===== src/rtl/mem_block_arbiter_pkg.sv =====
`default_nettype none
// ============================================================================
// Package : sys
// Purpose : Shared types for the block-read memory arbiter: boolean alias,
//           block-read request/response structs, their reset value, the
//           arbiter state enum and a small index-width helper.
// Ports   : none (package)
// Revision: 1.0 - initial release
// ============================================================================
package sys;

  typedef logic bool_t;

  localparam int MEM_ADDR_W = 32;
  localparam int MEM_DATA_W = 32;

  typedef struct packed {
    bool_t                  en;
    logic [MEM_ADDR_W-1:0]  addr;
  } mem_read_block_req_t;

  typedef struct packed {
    bool_t                  done;
    logic [MEM_DATA_W-1:0]  data;
  } mem_read_block_rsp_t;

  localparam mem_read_block_req_t mem_read_block_req_rst = '{en: 1'b0, addr: '0};

  typedef enum logic [0:0] {
    ARB_IDLE = 1'b0,
    ARB_BUSY = 1'b1
  } mem_arb_state_t;

  // Width of an index able to address n items; never narrower than 1 bit.
  function automatic int idx_w(input int n);
    return (n > 1) ? $clog2(n) : 1;
  endfunction

endpackage
`default_nettype wire


===== src/rtl/mem_block_arbiter_rr_arbiter.sv =====
`default_nettype none
// ============================================================================
// Module  : rr_arbiter
// Purpose : Combinational round-robin pick: the first asserted request at or
//           after rr_ptr_i, wrapping modulo req_cnt.
// Ports   : req_vec_i  - one request bit per requester
//           rr_ptr_i   - index with highest priority this cycle
//           valid_o    - at least one request is asserted
//           index_o    - chosen requester
// Revision: 1.0 - initial release
// ============================================================================
module rr_arbiter
  import sys::*;
#(
  parameter int req_cnt = 4
) (
  input  logic [req_cnt-1:0]        req_vec_i,
  input  logic [idx_w(req_cnt)-1:0] rr_ptr_i,
  output logic                      valid_o,
  output logic [idx_w(req_cnt)-1:0] index_o
);

  localparam int IW = idx_w(req_cnt);

  logic [IW:0]   cand_sum;
  logic [IW-1:0] cand_idx;

  // Scan offsets from the farthest to the nearest; the last hit wins, so the
  // requester closest to rr_ptr_i is selected without a priority flag.
  always_comb begin
    valid_o  = 1'b0;
    index_o  = '0;
    cand_sum = '0;
    cand_idx = '0;
    for (int k = req_cnt - 1; k >= 0; k--) begin
      cand_sum = {1'b0, rr_ptr_i} + (IW+1)'(k);
      if (cand_sum >= (IW+1)'(req_cnt)) begin
        cand_sum = cand_sum - (IW+1)'(req_cnt);
      end
      cand_idx = cand_sum[IW-1:0];
      if (req_vec_i[cand_idx]) begin
        valid_o = 1'b1;
        index_o = cand_idx;
      end
    end
  end

endmodule
`default_nettype wire


===== src/rtl/mem_block_arbiter.sv =====
`default_nettype none
// ============================================================================
// Module  : mem_block_arbiter
// Purpose : Round-robin arbiter sharing one block-read memory port among
//           req_cnt requesters. One transaction outstanding at a time.
// Ports   : clk         - clock, rising edge
//           rst         - synchronous reset, active low
//           en          - global enable; all state holds when low
//           req[]       - per-requester request (en, addr), level-held
//           rsp[]       - per-requester response (done, data)
//           mem_req     - registered request to the shared memory port
//           mem_rsp     - response from the shared memory port
//           grant_id    - index of the current/last granted requester
//           busy        - a transaction is outstanding
//           timeout_err - sticky watchdog error
// Config  : MEM_ARB_TIMEOUT_EN - enables the per-transaction watchdog
//           (timeout_cycles busy cycles without done abort the transaction).
// Revision: 1.0 - initial release
// ============================================================================
module mem_block_arbiter
  import sys::*;
#(
  parameter int req_cnt        = 4,
  parameter int timeout_cycles = 256
) (
  input  logic                      clk,
  input  logic                      rst,
  input  bool_t                     en,
  input  mem_read_block_req_t       req [req_cnt],
  output mem_read_block_rsp_t       rsp [req_cnt],
  output mem_read_block_req_t       mem_req,
  input  mem_read_block_rsp_t       mem_rsp,
  output logic [idx_w(req_cnt)-1:0] grant_id,
  output bool_t                     busy,
  output bool_t                     timeout_err
);

  localparam int IW = idx_w(req_cnt);

  if (timeout_cycles < 1) begin : g_bad_timeout
    $error("mem_block_arbiter: timeout_cycles must be at least 1");
  end

  mem_arb_state_t      state_q;
  logic [IW-1:0]       grant_q;
  logic [IW-1:0]       rr_ptr_q;
  logic [IW-1:0]       rr_ptr_d;
  mem_read_block_req_t mem_req_q;

  logic [req_cnt-1:0]  req_vec;
  logic                arb_valid;
  logic [IW-1:0]       arb_idx;
  logic                done_fire;

  always_comb begin
    req_vec = '0;
    for (int i = 0; i < req_cnt; i++) begin
      req_vec[i] = req[i].en;
    end
  end

  rr_arbiter #(
    .req_cnt (req_cnt)
  ) u_rr_arbiter (
    .req_vec_i (req_vec),
    .rr_ptr_i  (rr_ptr_q),
    .valid_o   (arb_valid),
    .index_o   (arb_idx)
  );

  assign rr_ptr_d = (arb_idx == IW'(req_cnt - 1)) ? '0 : arb_idx + IW'(1);

  // Memory completion is only consumed when the FSM will actually act on it
  // this edge, so a held or resetting arbiter never reports a response.
  assign done_fire = rst && en && (state_q == ARB_BUSY) && mem_rsp.done;

`ifdef MEM_ARB_TIMEOUT_EN
  localparam int TW = idx_w(timeout_cycles + 1);
  logic [TW-1:0] wdog_q;
  logic          timeout_err_q;
  logic          wdog_hit;

  // wdog_q is 0 in the first busy cycle, so the match below ends the
  // transaction after exactly timeout_cycles busy cycles.
  assign wdog_hit = (wdog_q == TW'(timeout_cycles - 1));
`endif

  always_ff @(posedge clk) begin
    if (!rst) begin
      state_q   <= ARB_IDLE;
      grant_q   <= '0;
      rr_ptr_q  <= '0;
      mem_req_q <= mem_read_block_req_rst;
`ifdef MEM_ARB_TIMEOUT_EN
      wdog_q        <= '0;
      timeout_err_q <= 1'b0;
`endif
    end else if (en) begin
      case (state_q)
        ARB_IDLE: begin
          if (arb_valid) begin
            state_q        <= ARB_BUSY;
            grant_q        <= arb_idx;
            rr_ptr_q       <= rr_ptr_d;
            mem_req_q.en   <= 1'b1;
            mem_req_q.addr <= req[arb_idx].addr;
`ifdef MEM_ARB_TIMEOUT_EN
            wdog_q         <= '0;
`endif
          end
        end
        ARB_BUSY: begin
          if (mem_rsp.done) begin
            state_q      <= ARB_IDLE;
            mem_req_q.en <= 1'b0;
          end
`ifdef MEM_ARB_TIMEOUT_EN
          else if (wdog_hit) begin
            state_q       <= ARB_IDLE;
            mem_req_q.en  <= 1'b0;
            timeout_err_q <= 1'b1;
          end else begin
            wdog_q <= wdog_q + TW'(1);
          end
`endif
        end
        default: begin
          state_q <= ARB_IDLE;
        end
      endcase
    end
  end

  // Route the memory response to the granted requester only, and only while
  // that requester still wants it.
  always_comb begin
    for (int j = 0; j < req_cnt; j++) begin
      rsp[j] = '0;
      if (done_fire && (grant_q == IW'(j)) && req[j].en) begin
        rsp[j].done = 1'b1;
        rsp[j].data = mem_rsp.data;
      end
    end
  end

  assign mem_req  = mem_req_q;
  assign grant_id = grant_q;
  assign busy     = (state_q == ARB_BUSY);

`ifdef MEM_ARB_TIMEOUT_EN
  assign timeout_err = timeout_err_q;
`else
  assign timeout_err = 1'b0;
`endif

endmodule
`default_nettype wire


===== config.mk =====
export PLATFORM = sky130hd
export DESIGN_NAME = mem_block_arbiter
export DESIGN_NICKNAME = d
export VERILOG_FILES = /design/src/rtl/mem_block_arbiter_pkg.sv /design/src/rtl/mem_block_arbiter_rr_arbiter.sv /design/src/rtl/mem_block_arbiter.sv
export SDC_FILE = /design/constraint.sdc
export NUM_CORES = 1
export LEC_CHECK = 0
export CAP_MARGIN = 20
export CORE_AREA = 2 2 132 134
export CTS_BUF_LIST = sky130_fd_sc_hd__clkbuf_8 sky130_fd_sc_hd__clkbuf_16
export DETAILED_ROUTE_END_ITERATION = 8
export DIE_AREA = 0 0 134 136
export GPL_TIMING_DRIVEN = 0
export HOLD_SLACK_MARGIN = 0.02
export MAX_ROUTING_LAYER = met4
export SLEW_MARGIN = 40
export SYNTH_ARGS = -nofsm -noshare
export SYNTH_HDL_FRONTEND = slang
export SYNTH_HIERARCHICAL = 1
export SYNTH_SLANG_ARGS = --single-unit

===== constraint.sdc =====
create_clock -name clk -period 4.4 [get_ports clk]
set_input_delay 0.88 -clock clk [delete_from_list [all_inputs] [get_ports clk]]
set_output_delay 0.88 -clock clk [all_outputs]
set_load 0.1 [all_outputs]

Word level (Yosys, flattened, before mapping). Index checks and enable logic that the tools add are counted.

Bits of input ports: 168. Flip-flop bits (word level): 38.

Reductions and logical operators: 14. Bitwise logic cells: 2. $add $sub $neg: 8. Muxes and demuxes: 34. Equality and inequality tests: 6. $lt $le $gt $ge: 9.

Operator list (number): $mux 33 (5); $bmux 33 s2 (1); $mux 32 (2); $mux 2 (9); $ge 3x3->1 const B (4); $lt 2x3->1 const B (4); $logic_and 1x1->1 (11); $mux 1 (11); $bmux 1 s2 (4); $sub 2x1->2 const B (4); $add 2x2->3 const B (2); $eq 2x2->1 const B (3); $reduce_and 3->1 (2); $ne 2x2->1 const B (2); $pmux 1 s2 (2); $add 2x1->3 const B (1); $ge 2x3->1 const B (1); $not 2->3 (1); $add 2x1->2 const B (1); $eq 2x1->1 const B (1); $logic_not 2->1 (1); $not 1->1 (1).

Logic depth before layout (Yosys ltp). Gate-level depths: netlist (run 1).

Depth in word-level cells: 15. Mapped depth: 7. Mapped depth without buffers: 6.

By module. The synthesis (run 1) kept the hierarchy.

By module, submodules not included: mem_block_arbiter (area each 2941.6 um^2, instances 1, cells an instance 287); rr_arbiter (area each 77.6 um^2, instances 1, cells an instance 13).

Worst setup path after synthesis (run 1). OpenSTA, ideal clock, no wires.

Path type: flip-flop to output port. Start point: reg state_q, in the netlist busy. End point: out rsp[122] in the netlist's numbering. Stages on the path, launching flop included: 5. Data arrival time: 3026 ps. Data required time: 3520 ps. Setup slack: 494 ps. Path through: dfxtp_1 nand4_4 nor4b_4 buf_2 and2_1.

RTL lines: from (decl) (RTL line mem_block_arbiter.sv:44) `mem_arb_state_t state_q;`; from (signal assigned) (RTL line mem_block_arbiter.sv:90) `state_q <= ARB_IDLE;`; from (signal assigned) (RTL line mem_block_arbiter.sv:102) `state_q <= ARB_BUSY;`; from (signal assigned) (RTL line mem_block_arbiter.sv:114) `state_q <= ARB_IDLE;`; to (decl) (RTL line mem_block_arbiter.sv:30) `output mem_read_block_rsp_t rsp [req_cnt],`.

==> metrics.md, run 1 <==
| Metric | Value |
|---|---|
| Number of port buffers | 335 |
| Critical path startpoint category | input pin |
| Kind of critical path | input pin to output port |
| Initial antenna violation count | 0 |
| Nets | 811 |
| Placer Congestion | 0.816 |
| Largest buffer count on any clock path | 2 |
| Max-slew violations | 0 |
| Synth top area share | 26.7% |
| Post-Place Worst Slack | between 0.2 and 0.25 ns |
| GR Util met2 | roughly 30% |
| CTS tree | built |
| CP max stage cell | clkdlybuf4s50_1 |
| Worst path cell trace | clkdlybuf4s50_1 > nand4_4 > nor3_2 > clkbuf_1 > and2_1 > buf_2 |
| CP max FO | 10 |
| Slew headroom | 54.8% |
| Synth cell types | 25 |
| Clock sinks | 38 |
| # IOs | between 300 and 400 |
| F_max | 0.246 GHz |
| Crit-path max cell delay | 0.59 ns |
| Leak | 2.88 nW |
| Endpoint, Worst Hold | mem_req[6] |
| Hold/Removal Path Class | register to register |
| Final setup fails | 0 |
| Total wire length | 14700 µm |
| Placed Instances | 860 |
| Global route hottest layer | met2 |
| Fin crit period | 4.06 ns |
| Layout cell share with drive strength beyond 1 | 36.5% |
| Critical path arrival | 3.18 ns |
| Worst VDD drop | 0.000142 V |
| Hold path cells | 1 |
| DR WL/cell | about 17 µm |
| Worst R2R Start | rr_ptr_q[0] |
| Cell family with the largest share of critical-path delay | buffers and inverters |
| Area of the mapped netlist | 3020 µm² |
| Post-route ant nets | 0 |
| Synth area leader | and2_1 |
| Clock root cell | clkbuf_16 |
| Synth warn | 6 |
| Initial Utilization | 17.9% |
| Clock transition at the registers of the reported paths | 0.06 ns |
| First-pass GRT wire length | 21400 µm |
| DP HPWL | around 12000 µm |
| Core area | 16900 µm² |
| Register area share after synthesis | 25.2% |
| Die height | 136 µm |
| RSZ-0062 raised after global routing | no |
| # H-tree levels | 2 |
| Register bit total from synthesis | 38 |
| Max Cap Violations | 0 |
| Final cell count without fillers | 868 |
| GRT met3 Usage | 3.28% |
| Final worst-path cycle share | 92.3% |
| Number of buffers inserted by hold repair at cts | 0 |
| Number of global-route vias before repair | 3869 |
| Fin Setup TNS | 0 ns |
| Setup WS post-layout | between 0.3 and 0.4 ns |
| ANT cells | 0 |
| Cells after synthesis | 300 |
| Setup Skew | 0.00416 ns |
| Drt pass-1 iters | 4 |
| 1st-iter DRT viols | 72 |
| Drt drc | 0 |
| Hold path startpoint | mem_req[6] |
| Die ar. | 18200 µm² |
| Worst setup EP type | output port |
| R2R depth | 7 |
| Met1 Usage GRT | 15.9% |
| Syn Nets | roughly 470 |
| Grt ovf | 0 |
| Worst r2r dst | mem_req[21] |
| Largest net degree at the start of global routing | 13 |
| Vias | 3709 |
| Top cells by area, synth | and2_1, dfxtp_1, mux4_2, a22o_1, buf_2 |
| Data required, critical path | around 3.5 ns |
| All-Layer GR Usage | about 15% |
| Fin. Hold Viols | 0 |
| Die Width | ~130 µm |
| Post-CTS setup buffer count | 0 |
| Clock Latency Late Sink | 0.28 ns |
| Via density | 4.27 |
| Std-Cell Rows | 48 |
| R2R Setup Slk | 1.84 ns |
| PD cells | around 250 nW/µm² |
| Area growth syn-to-layout | 97.6% |
| Worst path bufs/invs | 3 |
| Post-Syn Area per Cell | 10.1 µm² |
| Tightest Pin Transition | 0.678 ns |
| Status | completed |
| Post-cts sizing count | 0 |
| CTS Buf Count | 5 |
## worst reg2reg max path: cells and delay by family (launching register included)
kind / cells / cell delay, ns
muxes: 1 / 0.44
and+or+nand+nor: 2 / 0.40
buffers and inverters: 2 / 0.96
AOI/OAI and AO/OA: 2 / 0.27
DFF: 1 / 0.39
## area by class of cell
class | count | area (µm²)
inverters | 2 | 7.51
well taps | 225 | 282
flip-flops and latches | 38 | 761
clock buffers | 6 | 139
repair buffers | 335 | 2510
fillers | 1724 | 10900
multi-input cells | 232 | 2100
clock inverters | 2 | 12.5
plain buffers | 28 | 151
## how the worst max path moves through the flow
| stage | from | to | slack [ns] | cells past startpoint |
|---|---|---|---|---|
| after detailed placement | en | rsp[9] | 0.25 | 6 |
| final | en | rsp[9] | 0.34 | 6 |
| after CTS | en | rsp[9] | 0.23 | 6 |
| after global routing | en | rsp[9] | 0.12 | 6 |
| after global placement | en | rsp[9] | -0.49 | 6 |
| after floorplan | busy | rsp[122] | 0.49 | 4 |
## cells in the final DEF, fill, tap and decap left out, types with 5 or more instances in the layout
cell and instances:
clkbuf_1 8, clkdlybuf4s50_1 167, a22o_1 32, nor2_1 9, mux4_2 32, dfxtp_1 38, nand2_1 7, and2_1 129
clkbuf_16 5, buf_2 184
## report_power, final
group | internal, mW | switching, mW
combinational | 0.285 | 0.421
sequential | 0.380 | 0.0225
clock | 0.224 | 0.143
## kinds of logic after synthesis
logic type	synth area share (%)
flops	25.2
compound gates	10.9
other cells	0.124
fa+ha+maj	0.414
simple gates	32.9
buf+inv	5.26
mux	25.2
## state kept, by name (all words and copies together), names as in the netlist
| name | count |
|---|---|
| mem_req | 33 |
| grant_id | 2 |
| rr_ptr_q | 2 |
| busy | 1 |
## synthesized netlist by cell type
master / number
a22o_1: 32
dfxtp_1: 38
nor2_1: 9
buf_2: 16
buf_4: 1
nand2_1: 7
nand4_4: 1
mux2i_1: 4
ha_1: 1
mux4_2: 32
nor3_2: 2
a21oi_1: 4
or3_1: 1
conb_1: 1
a211oi_2: 1
nor4b_4: 2
and2_1: 129
nor3b_1: 1
nand3b_2: 1
a2bb2oi_1: 1
clkbuf_1: 8
inv_1: 2
nand2b_1: 2
buf_6: 3
a211oi_1: 1
## metal layers
metal	share of wire (%)	routed length [µm]
met3	7.9	1160
met2	53	7770
met1	37	5430
met5	0	0
met4	2.1	312
## per-stage QoR
step           area, µm²  power [mW]  hold WS (ns)  utilization [%]
2_1_floorplan       3020       0.867         0.466                -
3_3_place_gp        6650        1.15         0.460             39.4
3_5_place_dp        5810        1.12         0.455             34.4
4_1_cts             5960        1.50         0.475             35.3
5_1_grt             5960        1.54         0.481             35.3
6_report            5960        1.48         0.473             35.3
No activity file was read; power rests on OpenSTA's default activity.
==> run 2: changes to the inputs <==
- TNS_END_PERCENT: default -> 10
==> results of run 2 <==
The final DEF is identical to that of run 1; final timing and power are the same.
